$ cat src/rtl/issue_sb_pkg.sv
// Shared types and defaults for the issue scoreboard.
package issue_sb_pkg;

  localparam int unsigned SB_CNT_BITS = 2;

  typedef enum logic [1:0] {SB_RUN, SB_DRAIN, SB_HALT} sb_state_t;

endpackage

$ cat src/rtl/sb_counter_bank.sv
// Per-register in-flight write counters for one register file.
// With SCOREBOARD_BYPASS_EN, a register whose last pending write retires this cycle reads as not busy.
module sb_counter_bank
  import issue_sb_pkg::*;
#(
  parameter int unsigned IDX_BITS = 4,
  parameter int unsigned CNT_BITS = SB_CNT_BITS,
  localparam int unsigned NREG = 2 ** IDX_BITS
) (
  input  logic                clk,
  input  logic                rst,
  input  logic                inc_en,
  input  logic [IDX_BITS-1:0] inc_idx,
  input  logic                dec_en,
  input  logic [IDX_BITS-1:0] dec_idx,
  output logic [NREG-1:0]     busy,
  output logic [NREG-1:0]     sat,
  output logic                all_zero,
  output logic                underflow
);

  localparam logic [CNT_BITS-1:0] CNT_MAX = '1;

  logic [CNT_BITS-1:0] cnt_q [NREG];
  logic [NREG-1:0]     inc_hit;
  logic [NREG-1:0]     dec_hit;

  // Retires against an empty counter are dropped and only reported.
  always_comb begin
    inc_hit  = '0;
    dec_hit  = '0;
    busy     = '0;
    sat      = '0;
    all_zero = 1'b1;
    for (int unsigned i = 0; i < NREG; i++) begin
      inc_hit[i] = inc_en && (inc_idx == IDX_BITS'(i));
      dec_hit[i] = dec_en && (dec_idx == IDX_BITS'(i)) && (cnt_q[i] != '0);
      busy[i]    = (cnt_q[i] != '0);
      sat[i]     = (cnt_q[i] == CNT_MAX);
`ifdef SCOREBOARD_BYPASS_EN
      if ((cnt_q[i] == CNT_BITS'(1)) && dec_hit[i]) begin
        busy[i] = 1'b0;
      end
`endif
      if (cnt_q[i] != '0) begin
        all_zero = 1'b0;
      end
    end
    underflow = dec_en && (cnt_q[dec_idx] == '0);
  end

  always_ff @(posedge clk or posedge rst) begin
    if (rst) begin
      for (int unsigned i = 0; i < NREG; i++) begin
        cnt_q[i] <= '0;
      end
    end else begin
      for (int unsigned i = 0; i < NREG; i++) begin
        if (inc_hit[i] && !dec_hit[i]) begin
          cnt_q[i] <= cnt_q[i] + CNT_BITS'(1);
        end else if (dec_hit[i] && !inc_hit[i]) begin
          cnt_q[i] <= cnt_q[i] - CNT_BITS'(1);
        end
      end
    end
  end

endmodule

$ cat src/rtl/issue_scoreboard.sv
// Issue controller: RAW/saturation stalls on scalar and vector files, END drain and halt.
// Optional SCOREBOARD_BYPASS_EN lets a dependant issue in the cycle its last pending write retires.
module issue_scoreboard
  import issue_sb_pkg::*;
#(
  parameter int unsigned REGI_BITS = 4,
  parameter int unsigned VECT_BITS = 2,
  parameter int unsigned CNT_BITS  = SB_CNT_BITS
) (
  input  logic                 clk,
  input  logic                 rst,
  input  logic                 dec_valid_i,
  input  logic [REGI_BITS-1:0] dec_int_src1_i,
  input  logic [REGI_BITS-1:0] dec_int_src2_i,
  input  logic                 dec_use_int1_i,
  input  logic                 dec_use_int2_i,
  input  logic [VECT_BITS-1:0] dec_vec_src1_i,
  input  logic [VECT_BITS-1:0] dec_vec_src2_i,
  input  logic                 dec_use_vec1_i,
  input  logic                 dec_use_vec2_i,
  input  logic [REGI_BITS-1:0] dec_int_dest_i,
  input  logic                 dec_wr_int_i,
  input  logic [VECT_BITS-1:0] dec_vec_dest_i,
  input  logic                 dec_wr_vec_i,
  input  logic                 dec_end_i,
  input  logic                 flush_i,
  input  logic                 wb_int_we_i,
  input  logic [REGI_BITS-1:0] wb_int_dest_i,
  input  logic                 wb_vec_we_i,
  input  logic [VECT_BITS-1:0] wb_vec_dest_i,
  output logic                 stall_o,
  output logic                 issue_o,
  output logic                 halted_o,
  output logic                 underflow_o
);

  localparam int unsigned NINT = 2 ** REGI_BITS;
  localparam int unsigned NVEC = 2 ** VECT_BITS;

  sb_state_t       state_q, state_d;
  logic            halted_q, underflow_q;
  logic [NINT-1:0] int_busy, int_sat;
  logic [NVEC-1:0] vec_busy, vec_sat;
  logic            int_zero, vec_zero, int_uf, vec_uf;
  logic            hazard;

  sb_counter_bank #(.IDX_BITS(REGI_BITS), .CNT_BITS(CNT_BITS)) u_int_bank (
    .clk       (clk),
    .rst       (rst),
    .inc_en    (issue_o && dec_wr_int_i),
    .inc_idx   (dec_int_dest_i),
    .dec_en    (wb_int_we_i),
    .dec_idx   (wb_int_dest_i),
    .busy      (int_busy),
    .sat       (int_sat),
    .all_zero  (int_zero),
    .underflow (int_uf)
  );

  sb_counter_bank #(.IDX_BITS(VECT_BITS), .CNT_BITS(CNT_BITS)) u_vec_bank (
    .clk       (clk),
    .rst       (rst),
    .inc_en    (issue_o && dec_wr_vec_i),
    .inc_idx   (dec_vec_dest_i),
    .dec_en    (wb_vec_we_i),
    .dec_idx   (wb_vec_dest_i),
    .busy      (vec_busy),
    .sat       (vec_sat),
    .all_zero  (vec_zero),
    .underflow (vec_uf)
  );

  assign hazard = (dec_use_int1_i && int_busy[dec_int_src1_i])
               || (dec_use_int2_i && int_busy[dec_int_src2_i])
               || (dec_use_vec1_i && vec_busy[dec_vec_src1_i])
               || (dec_use_vec2_i && vec_busy[dec_vec_src2_i])
               || (dec_wr_int_i   && int_sat[dec_int_dest_i])
               || (dec_wr_vec_i   && vec_sat[dec_vec_dest_i]);

  always_comb begin
    state_d = state_q;
    stall_o = 1'b1;
    issue_o = 1'b0;
    case (state_q)
      SB_RUN: begin
        stall_o = rst || hazard;
        issue_o = dec_valid_i && !stall_o && !flush_i;
        if (issue_o && dec_end_i) begin
          state_d = SB_DRAIN;
        end
      end
      SB_DRAIN: begin
        if (int_zero && vec_zero && !wb_int_we_i && !wb_vec_we_i) begin
          state_d = SB_HALT;
        end
      end
      SB_HALT: state_d = SB_HALT;
      default: state_d = SB_RUN;
    endcase
  end

  always_ff @(posedge clk or posedge rst) begin
    if (rst) begin
      state_q     <= SB_RUN;
      halted_q    <= 1'b0;
      underflow_q <= 1'b0;
    end else begin
      state_q     <= state_d;
      halted_q    <= (state_d == SB_HALT);
      underflow_q <= underflow_q || int_uf || vec_uf;
    end
  end

  assign halted_o    = halted_q;
  assign underflow_o = underflow_q;

endmodule
$ cat config.mk
export PLATFORM = sky130hd
export DESIGN_NAME = issue_scoreboard
export DESIGN_NICKNAME = d
export VERILOG_FILES = /design/src/rtl/issue_sb_pkg.sv /design/src/rtl/sb_counter_bank.sv /design/src/rtl/issue_scoreboard.sv
export SDC_FILE = /design/constraint.sdc
export NUM_CORES = 1
export LEC_CHECK = 0
export ABC_AREA = 1
export CAP_MARGIN = 20
export CORE_MARGIN = 2
export CORE_UTILIZATION = 31
export DETAILED_ROUTE_END_ITERATION = 6
export SYNTH_ARGS = -nofsm -noshare
export SYNTH_HDL_FRONTEND = slang
export SYNTH_SLANG_ARGS = --single-unit
$ cat constraint.sdc
create_clock -name clk -period 3.6 [get_ports clk]
set_input_delay 1.08 -clock clk [delete_from_list [all_inputs] [get_ports clk]]
set_output_delay 1.08 -clock clk [all_outputs]
set_load 0.03 [all_outputs]
After elaboration in Yosys (flattened, before gate mapping). Cells that the tools add are included.

Bitwise logic cells: 2. Eq/ne operators: 59. Add/subtract/negate cells: 40. Div/mod/pow operators: 0. Mux-type cells: 83. Reduce and logical (&&, ||, !) cells: 215. Shift operators: 0. Order comparisons: 8. $mul: 0.

Operator list (count): logical AND 1 bit (116); 2-to-1 mux 2 bit (46); nonzero test 2 bit (40); equality test 4 bit, second input constant (16); equality test 2 bit, second input constant (26); zero test 1 bit (44); adder 2 x 1 -> 2 bit, second input constant (20); subtractor 2 x 1 -> 2 bit, second input constant (20); equality test 4 x 3 -> 1 bit, second input constant (8); 2-to-1 mux 1 bit (28); equality test 4 x 2 -> 1 bit, second input constant (4); < comparator 4 x 5 -> 1 bit, second input constant (3); binary-select mux 1 bit (select 4 bit) (3); zero test 2 bit (5); < comparator 2 x 3 -> 1 bit, second input constant (3); binary-select mux 2 bit (select 4 bit) (1); equality test 4 x 1 -> 1 bit, second input constant (2); zero test 4 bit (2); logical OR 1 bit (8); binary-select mux 1 bit (select 2 bit) (3); equality test 2 x 1 -> 1 bit, second input constant (3); one-hot mux 2 bit (3 select lines) (1); >= comparator 5 bit, second input constant (1); NOT 4 -> 5 bit (1); 3 further kinds (3).

Bits in writable memories: 0. Input port bits: 37. Logic and storage cells: 430. ROM bits: 0. Flip-flop bits (word level): 44. Memories kept: 0. Bits in latches: 0. Output and inout port bits: 4.

Longest topological paths before layout. Gate-level depths: netlist of run 1.

Depth in word-level cells: 23. Gate-level depth with buffers: 18. Depth with buffers taken out: 17.

By module. Synthesis of run 1 repeated with hierarchy kept, for this count alone.

Cells, all modules: 597. Area, all modules: 3788.6 um^2.

Modules (own cells, without submodules): sb_counter_bank (u_int_bank) (instances 1, area an instance 2184.6 um^2, cells an instance 300); issue_scoreboard (instances 1, area an instance 975.9 um^2, cells an instance 202); sb_counter_bank (u_vec_bank) (instances 1, area an instance 628.1 um^2, cells an instance 95).

Worst setup path before layout of run 1. OpenSTA, ideal clock, no wires.

Kind: input -> output. Start: in rst. End: out issue_o. Path buffers: 0. Stages on the path: 7. Data required time: 2.520 ns. Setup slack: -0.430 ns. Arrival time: 2.950 ns. Cell sequence: inv_1 nand2_1 nor2_1 nand3_1 nor2_2 nand3_2 nor2_8.

Word-level cells in the longest chain between the ends: 5.

RTL lines: from (decl) (line issue_scoreboard.sv:11) `input logic rst,`; logical OR 1 bit (line issue_scoreboard.sv:86) `stall_o = rst || hazard;`; zero test 1 bit (line issue_scoreboard.sv:87) `issue_o = dec_valid_i && !stall_o && !flush_i;`; logical AND 1 bit (2 in a row) (line issue_scoreboard.sv:87); 2-to-1 mux 1 bit (line issue_scoreboard.sv:84) `case (state_q)`; to (decl) (line issue_scoreboard.sv:32) `output logic issue_o,`.

Every way passes these cells.

Final worst setup path of run 1.
Start: in dec_vec_src1_i[1]. End: out issue_o.

Word-level cells in the longest chain between the ends: 12.

RTL lines: from (decl) (line issue_scoreboard.sv:17) `input logic [VECT_BITS-1:0] dec_vec_src1_i,`; binary-select mux 1 bit (select 2 bit) (line issue_scoreboard.sv:75) `|| (dec_use_vec1_i && vec_busy[dec_vec_src1_i])`; 2-to-1 mux 1 bit (not written as such) (line issue_scoreboard.sv:75); logical AND 1 bit (line issue_scoreboard.sv:75); logical OR 1 bit (line issue_scoreboard.sv:75); logical OR 1 bit (line issue_scoreboard.sv:76) `|| (dec_use_vec2_i && vec_busy[dec_vec_src2_i])`; logical OR 1 bit (line issue_scoreboard.sv:77) `|| (dec_wr_int_i && int_sat[dec_int_dest_i])`; logical OR 1 bit (line issue_scoreboard.sv:78) `|| (dec_wr_vec_i && vec_sat[dec_vec_dest_i]);`; logical OR 1 bit (line issue_scoreboard.sv:86); zero test 1 bit (line issue_scoreboard.sv:87); logical AND 1 bit (2 in a row) (line issue_scoreboard.sv:87); 2-to-1 mux 1 bit (line issue_scoreboard.sv:84).

Every way passes these cells. The select of a mux whose other input is x is not followed.

==> results.cfg, run 1 <==
[worst_setup_path]
worstRegToRegCells = 17
reg2reg_from = u_int_bank.cnt_q[21]
critPathLaunchType = input port
arrival_ns = 2.43
critPathKind = in2out
critPathRequiredTime_ns = 2.52
r2r-end = u_int_bank.cnt_q[27]
cp_max_fo = 2
end_kind = output port
r2r_slack_ns = 0.70

[synthesis]
synth_top_area_share_pct = 32.2
async_flop_share_pct = 100
syn-cell-area_um2 = 3420
ys.flop_type = dfrtp_1
syn-num-nets = 554
yosysSeqAreaShare_pct = 32.2
synthCells = 497
ys_types = 26
ys_ff_latch = 44
yosysTopAreaCell = dfrtp_1
syn_avg_cell_area_um2 = 6.89
yosys_warnings = 0
synthTopCellsByArea = dfrtp_1, nand2_1, inv_1
synth_edf_count = 0

[die]
die_w_um = 109
fp.dieH_um = 109
dieArea_um2 = 11900
initial_core_util_pct = 31.7
num_rows = 38
design.core.area_um2 = 10800
ios = 41

[min_path]
hold_path.class = reg2reg
whs_endpoint = u_vec_bank.cnt_q[0]
min_delay_path_depth = 1
min-delay-start = u_vec_bank.cnt_q[0]

[power]
power_density_nw_per_um2 = 503
leakage_nw = 2.17
max-vdd-ir-drop_v = 0.000192
power_mw = 2.22

[finish]
layout_common_cells = nand2_1, inv_1, nor2_1
antenna_cells = 0
area.growth.synth_to_final_pct = 28.9
fin_nets = 636
fin_cells = 720
postLayoutCellArea_um2 = 4410
final_common_cell = nand2_1
layout-drive-gt1-share_pct = 13.6

[timing]
grt_setup_unrepaired = no
worstMarginPinSlew_ns = 0.564
finClkSkew_ns = 0.0104
slew_headroom_pct = 62.4
hold_violations = 0
timing.hold.ws_ns = 0.477
setup_viol = 0
max_freq_ghz = 0.285
drv_slew = 0
post-route-period-util_pct = 97.5
period_minus_slack_ns = 3.51
fin_tns_setup_ns = 0

[cts]
cts_num_sinks = 44
clockBufferDepth = 2
root_buffer = clkbuf_8
path_clk_slew_ns = 0.09
cts_buffers = 5
hold_buffers = 0
worstSkewPairLatency_ns = 0.32
cts_tree = done
h-tree-depth = 2

[placed_design]
dp_hpwl_um = 8030
place_area_um2 = 4250
port-buffer-count = 40
gp_congestion = 0.906
place_inst = 710

[grt]
grt_usage_pct = 17.8
grt-ovfl-total = 0
grt_max_degree = 45
grt_pass1_wl_um = 16200
grt_pass1_vias = 3349
antenna_found_initial = 0

[detailed_routing]
drc = 0
dr.pass1.iters = 5
wl_per_cell_um = 13.6
drt_iter0_markers = 164
via_per_inst = 4.73
ant_nets = 0
via_count = 3409
drt_wl_total_um = 9800

[run]
drv_cap = 0

[outcome]
run_status = finished clean
-- synthesized netlist by cell type (4+ instances only) --
library cell    n
a21oi_1        26
dfrtp_1        44
ha_1           20
inv_1          68
inv_2           4
nand2_1       135
nand3_1        36
nand3_2         5
nand4_1         4
nor2_1         57
nor3_1          8
nor4_1          4
o211ai_1        5
o21ai_0        28
xnor2_1        29
xor2_1         11
-- per-layer routing --
metal	GRT usage, %	part of all wire (%)
met4	6.59	2.7
met1	23.0	46
met5	0	0
met2	30.3	47
met3	2.21	4.1
-- critical path, stage by stage --
cell,delay (ns)
clkdlybuf4s50_1,0.44
a21oi_2,0.11
nand2_1,0.06
nand3_1,0.10
nand3_2,0.12
nor2_4,0.14
nand3_4,0.12
nor2_8,0.13
buf_6,0.13
-- cell type report --
| cell class | count | area (um^2) |
|---|---|---|
| inverters | 72 | 274 |
| well taps | 140 | 175 |
| multi-input cells | 378 | 2080 |
| repair buffers | 77 | 678 |
| repair inverters | 1 | 7.51 |
| clock buffers | 6 | 82.6 |
| flip-flops and latches | 44 | 1100 |
| clock inverters | 2 | 15.0 |
| fillers | 1103 | 6380 |
-- cell families (layout without fill, tap and decap cells) --
kind of cell | after synthesis | in the layout | synth area share (%)
buffers and inverters | 75 | 158 | 8.40
XOR/XNOR | 40 | 40 | 10.2
flip-flops | 44 | 44 | 32.2
AND/OR/NAND/NOR | 255 | 255 | 32.0
adder cells (fa/ha/maj) | 20 | 20 | 7.31
AO/OA/AOI/OAI | 63 | 63 | 9.94
-- flip-flops by register name (all words and copies together), names as in the netlist --
name and count:
underflow_o 1, u_vec_bank.cnt_q 8, state_q 2, u_int_bank.cnt_q 32
halted_o 1
-- worst max-delay path by stage --
| stage | slack (ns) | from | endpoint |
|---|---|---|---|
| final | 0.09 | dec_vec_src1_i[1] | issue_o |
| after global routing | 0.003 | dec_vec_src1_i[1] | issue_o |
| after CTS | 0.01 | dec_int_dest_i[3] | issue_o |
| after detailed placement | -0.35 | dec_int_dest_i[0] | u_int_bank.cnt_q[21] |
| after global placement | -0.30 | dec_int_dest_i[0] | issue_o |
| after floorplan | 0.04 | rst | issue_o |
-- report_power, final --
group	switching, mW	internal (mW)	leakage, nW
Combinational	0.596	0.372	1.60
Sequential	0.202	0.709	0.528
Clock	0.187	0.156	0.0434
Total	0.986	1.24	2.17
-- repair_timing --
| item | in CTS | in global routing |
|---|---|---|
| setup endpoints to repair | 5 | 2 |
| gates resized for setup | 18 | 23 |
| cloned | 1 | 0 |
| buffers inserted | 0 | 1 |
| pin swaps | 2 | 5 |
-- stage by stage --
stage	worst slack (ns)	util [%]
final	0.0896	40.9
after global routing	0.00295	40.9
after CTS	0.0116	40.6
after detailed placement	-0.348	39.4
after global placement	-0.299	39.4
after floorplan	0.0443	-
Note: power is estimated with default switching activity, not from simulation.
==> run 2: changes to the inputs <==
Settings changed: CORE_ASPECT_RATIO set to 0.7, SKIP_LAST_GASP set to 1.
==> run 2 against run 1 <==
  * Sequential power up 1%
  * Critical path depth unchanged
  * Count of clock-buffer cells in the layout down 1
  * Clock skew down 0.0050 ns
  * Combinational power up 4%
  * Sequential share of layout area down 0.37 points
  * Register-to-register slack better by 0.03 ns
  * First-iteration DRC count up 80%
==> results.cfg, run 2 (same netlist as run 1, synthesis figures left out) <==
[worst_setup_path]
path_cells = clkdlybuf4s50_1 > nand2_1 > nor2_1 > nor2_2 > nand3_2 > nor2_4 > nand3_4 > nor2_8 > buf_6
r2r_slack_ns = 0.73
cp_max_fo = 2
critPathRequiredTime_ns = 2.52
cp_top_family = simple AND/OR/NAND/NOR gates
critPathLaunchType = input port
arrival_ns = 2.38
slowest_stage = clkdlybuf4s50_1
critPathKind = in2out
end_kind = output port
critPathMaxStageDelay_ns = 0.43
critPathBufInv = 2

[timing]
setup_viol = 0
worstMarginPinSlew_ns = 0.577
slew_headroom_pct = 61.6
post-route-period-util_pct = 96.2
setup_ws_ns = 0.138
grt_setup_unrepaired = no
timing.hold.ws_ns = 0.476
hold_violations = 0
drv_slew = 0
finClkSkew_ns = 0.00539
max_freq_ghz = 0.289
period_minus_slack_ns = 3.46
fin_tns_setup_ns = 0

[finish]
top_regs = u_int_bank.cnt_q: 32 flops, u_vec_bank.cnt_q: 8 flops, state_q: 2 flops
fin_nets = 637
final_common_cell = nand2_1
antenna_cells = 0
regMostFlops = u_int_bank.cnt_q
layout-drive-gt1-share_pct = 13.1
fin_cells = 734
layout_common_cells = nand2_1, inv_1, nor2_1
largest_reg_flops = 32
area.growth.synth_to_final_pct = 30.8

[die]
initial_core_util_pct = 31.4
design.core.area_um2 = 10900
dieArea_um2 = 11900
fp.dieH_um = 91.9
die_w_um = 130
num_rows = 32
ios = 41

[cts]
clockBufferDepth = 2
h-tree-depth = 2
path_clk_slew_ns = 0.06
cts_buffers = 5
cts_num_sinks = 44
worstSkewPairLatency_ns = 0.30
root_buffer = clkbuf_16
cts_tree = done
hold_buffers = 0

[grt]
grt_pass1_vias = 3248
grt_usage_pct = 18.0
grt_pass1_wl_um = 16500
grt_max_degree = 45
antenna_found_initial = 0
grt-ovfl-total = 0

[placed_design]
gp_congestion = 0.935
pre_cts_ws_ns = -0.365
place_inst = 723
dp_hpwl_um = 8280
port-buffer-count = 40

[detailed_routing]
dr.pass1.iters = 5
via_per_inst = 4.74
wl_per_cell_um = 14.0
drc = 0
ant_nets = 0
via_count = 3476
drt_iter0_markers = 295
drt_wl_total_um = 10300

[power]
power_density_nw_per_um2 = 534
max-vdd-ir-drop_v = 0.000219
leakage_nw = 2.22

[min_path]
hold_path.class = reg2reg

[outcome]
run_status = finished clean

[run]
drv_cap = 0
-- run 2: cell type report --
cell class | count | area [um^2]
multi-input cells | 378 | 2080
clock inverters | 3 | 18.8
repair inverters | 2 | 15.0
clock buffers | 5 | 125
well taps | 153 | 191
inverters | 72 | 274
fillers | 1138 | 6410
flip-flops and latches | 44 | 1100
repair buffers | 77 | 676
-- run 2: what timing repair did --
action,in CTS,in global routing
setup endpoints to repair,18,3
cloned,1,1
setup buffers,1,0
resized for setup,19,25
endpoints found under the hold margin,0,0
pin swaps,3,7
-- run 2: final timing paths --
| check | start | end | depth (start not counted) |
|---|---|---|---|
| max | dec_wr_vec_i | issue_o | 9 |
| min | u_vec_bank.cnt_q[0] | u_vec_bank.cnt_q[0] | 1 |
| max reg2reg | u_int_bank.cnt_q[20] | u_int_bank.cnt_q[19] | 16 |
| min reg2reg | u_vec_bank.cnt_q[0] | u_vec_bank.cnt_q[0] | 1 |
| max in group asynchronous | rst | u_int_bank.cnt_q[30] | 3 |
| min in group asynchronous | rst | state_q[0] | 3 |
-- run 2: stage by stage --
step,util (%),instance area (um^2),total power [mW]
after CTS,40.9,4450,2.38
after floorplan,-,3430,1.55
after detailed placement,39.2,4270,1.90
after global placement,39.2,4270,1.89
final,41.1,4480,2.39
after global routing,41.1,4480,2.58
-- run 2: per-layer routing --
layer	vias up	share of wire, %	track usage (%)
li1	1759	-	-
met1	1595	52	28.2
met2	109	38	23.2
met3	13	8.8	5.60
met4	0	1.4	4.93
met5	-	0	0
-- run 2: report_power, final --
group | switching, mW | internal [mW] | total [mW]
sequential | 0.214 | 0.710 | 0.924
clock | 0.203 | 0.256 | 0.459
combinational | 0.639 | 0.372 | 1.01
total | 1.06 | 1.34 | 2.39
==> run 3: changes to the inputs <==
Settings changed: CORE_MARGIN 2 to unset.
Clock period 3.6 ns to 2.8 ns, I/O delays scaled along.
==> run 3 against run 2 <==
  * Sequential cell count stayed put
  * Largest power group unchanged
  * Routed wire length is 6.3% higher
  * The flow now finishes with violations (setup timing)
  * Critical path depth is 4 higher
  * Critical path type unchanged
  * First-iteration DRC count is 13% higher
  * Core utilization is 5.9 points higher
==> results.cfg, run 3 (same netlist as run 1, synthesis figures left out) <==
[finish]
regMostFlops = u_int_bank.cnt_q
area.growth.synth_to_final_pct = 44.9
multi_input_area_um2 = 2410
largest_reg_flops = 32
fin_nets = 650
fin_cells = 742
postLayoutCellArea_um2 = 4960
layout-drive-gt1-share_pct = 24.2
final_common_cell = nand2_1
antenna_cells = 0
layout_common_cells = nand2_1, inv_1, buf_4
regArea_um2 = 1100
top_regs = u_int_bank.cnt_q: 32 flops, u_vec_bank.cnt_q: 8 flops, state_q: 2 flops
fill_cells = 1027

[grt]
grt_pass1_vias = 3327
grt_usage_pct = 19.4
grt_max_degree = 45
grt-ovfl-total = 0
antenna_found_initial = 0
grt_pass1_wl_um = 17100

[placed_design]
gp_congestion = 0.899
place_area_um2 = 4340
place_inst = 727
port-buffer-count = 40
dp_hpwl_um = 8560

[worst_setup_path]
end_kind = output port
cp_max_fo = 8
critPathRequiredTime_ns = 1.96
critPathKind = in2out
critPathLaunchType = input port
arrival_ns = 2.03

[detailed_routing]
via_count = 3552
dr.pass1.iters = 5
drt_iter0_markers = 332
wl_per_cell_um = 14.7
via_per_inst = 4.79
ant_nets = 0
drt_wl_total_um = 10900
drc = 0

[die]
die_w_um = 128
num_rows = 31
dieArea_um2 = 11500
design.core.area_um2 = 10600
initial_core_util_pct = 32.5
fp.dieH_um = 89.9
ios = 41

[cts]
hold_buffers = 0
cts_num_sinks = 44
path_clk_slew_ns = 0.06
clockBufferDepth = 2
cts_tree = done
cts_buffers = 5
h-tree-depth = 2
worstSkewPairLatency_ns = 0.29
root_buffer = clkbuf_16

[timing]
slew_headroom_pct = 61.2
max_freq_ghz = 0.349
setup_ws_ns = -0.0671
setup_viol = 2
hold_violations = 0
timing.hold.ws_ns = 0.477
worstMarginPinSlew_ns = 0.582
post-route-period-util_pct = 102
finClkSkew_ns = 0.00814
period_minus_slack_ns = 2.87
drv_slew = 0
grt_setup_unrepaired = yes

[power]
max-vdd-ir-drop_v = 0.000245
leakage_nw = 2.25
power_density_nw_per_um2 = 639

[outcome]
violations = setup timing
run_status = complete, but fails checks

[run]
drv_cap = 0

[min_path]
hold_path.class = reg2reg
## run 3: critical path, cell delays in order
cell and delay (ns):
buf_12 0.09, buf_12 0.13, nand2_1 0.06, nand2_1 0.07
nand2_1 0.05, nand2_1 0.05, nand2_1 0.06, nand3_2 0.10
nor2_2 0.05, nor2_2 0.15, nand3_4 0.12, nor2_8 0.11
buf_6 0.14
## run 3: layer usage
metal | vias up | track usage (%) | part of all wire, %
li1 | 1791 | - | -
met1 | 1643 | 29.9 | 51
met2 | 104 | 28.1 | 43
met3 | 14 | 3.10 | 5.2
met4 | 0 | 4.51 | 1.1
met5 | - | 0 | 0
## run 3: layout make-up
type / instances / area share (%)
multi-input combinational: 378 / 48.6
sequential: 44 / 22.2
timing repair buffer: 91 / 16.7
inverter: 72 / 5.72
tap: 148 / 3.73
clock buffer: 7 / 2.67
clock inverter: 1 / 0.177
timing repair inverter: 1 / 0.151
## run 3: path summary, 6_finish.rpt
kind | slack, ns | to | cells after the start | startpoint
max | -0.07 | issue_o | 13 | dec_int_dest_i[0]
min | 0.48 | u_vec_bank.cnt_q[0] | 1 | u_vec_bank.cnt_q[0]
max reg2reg | 0.11 | u_int_bank.cnt_q[19] | 17 | u_int_bank.cnt_q[23]
min reg2reg | 0.48 | u_vec_bank.cnt_q[0] | 1 | u_vec_bank.cnt_q[0]
max in group asynchronous | 1.55 | u_int_bank.cnt_q[4] | 3 | rst
min in group asynchronous | 0.84 | u_vec_bank.cnt_q[0] | 3 | rst
## run 3: where the power goes
| part | switching [mW] | internal (mW) | total (mW) |
|---|---|---|---|
| clock | 0.243 | 0.333 | 0.576 |
| combinational | 0.863 | 0.548 | 1.41 |
| sequential | 0.267 | 0.914 | 1.18 |
## run 3: repair_timing
item,CTS,global route
gates resized for setup,89,67
pin swaps,21,18
gates cloned,1,0
setup buffers,3,3
setup endpoints to repair,42,33
## run 3: through the flow
step                      total power [mW]  utilization (%)  worst slack (ns)  TNS, ns
after global routing                  3.42             47.0            -0.139   -0.974
after CTS                             3.12             43.6           -0.0155  -0.0155
after global placement                2.46             41.1            -0.812   -28.53
after detailed placement              2.50             41.1            -0.843   -29.52
after floorplan                       2.00                -            -0.285    -6.94
final                                 3.17             47.0           -0.0671  -0.0692
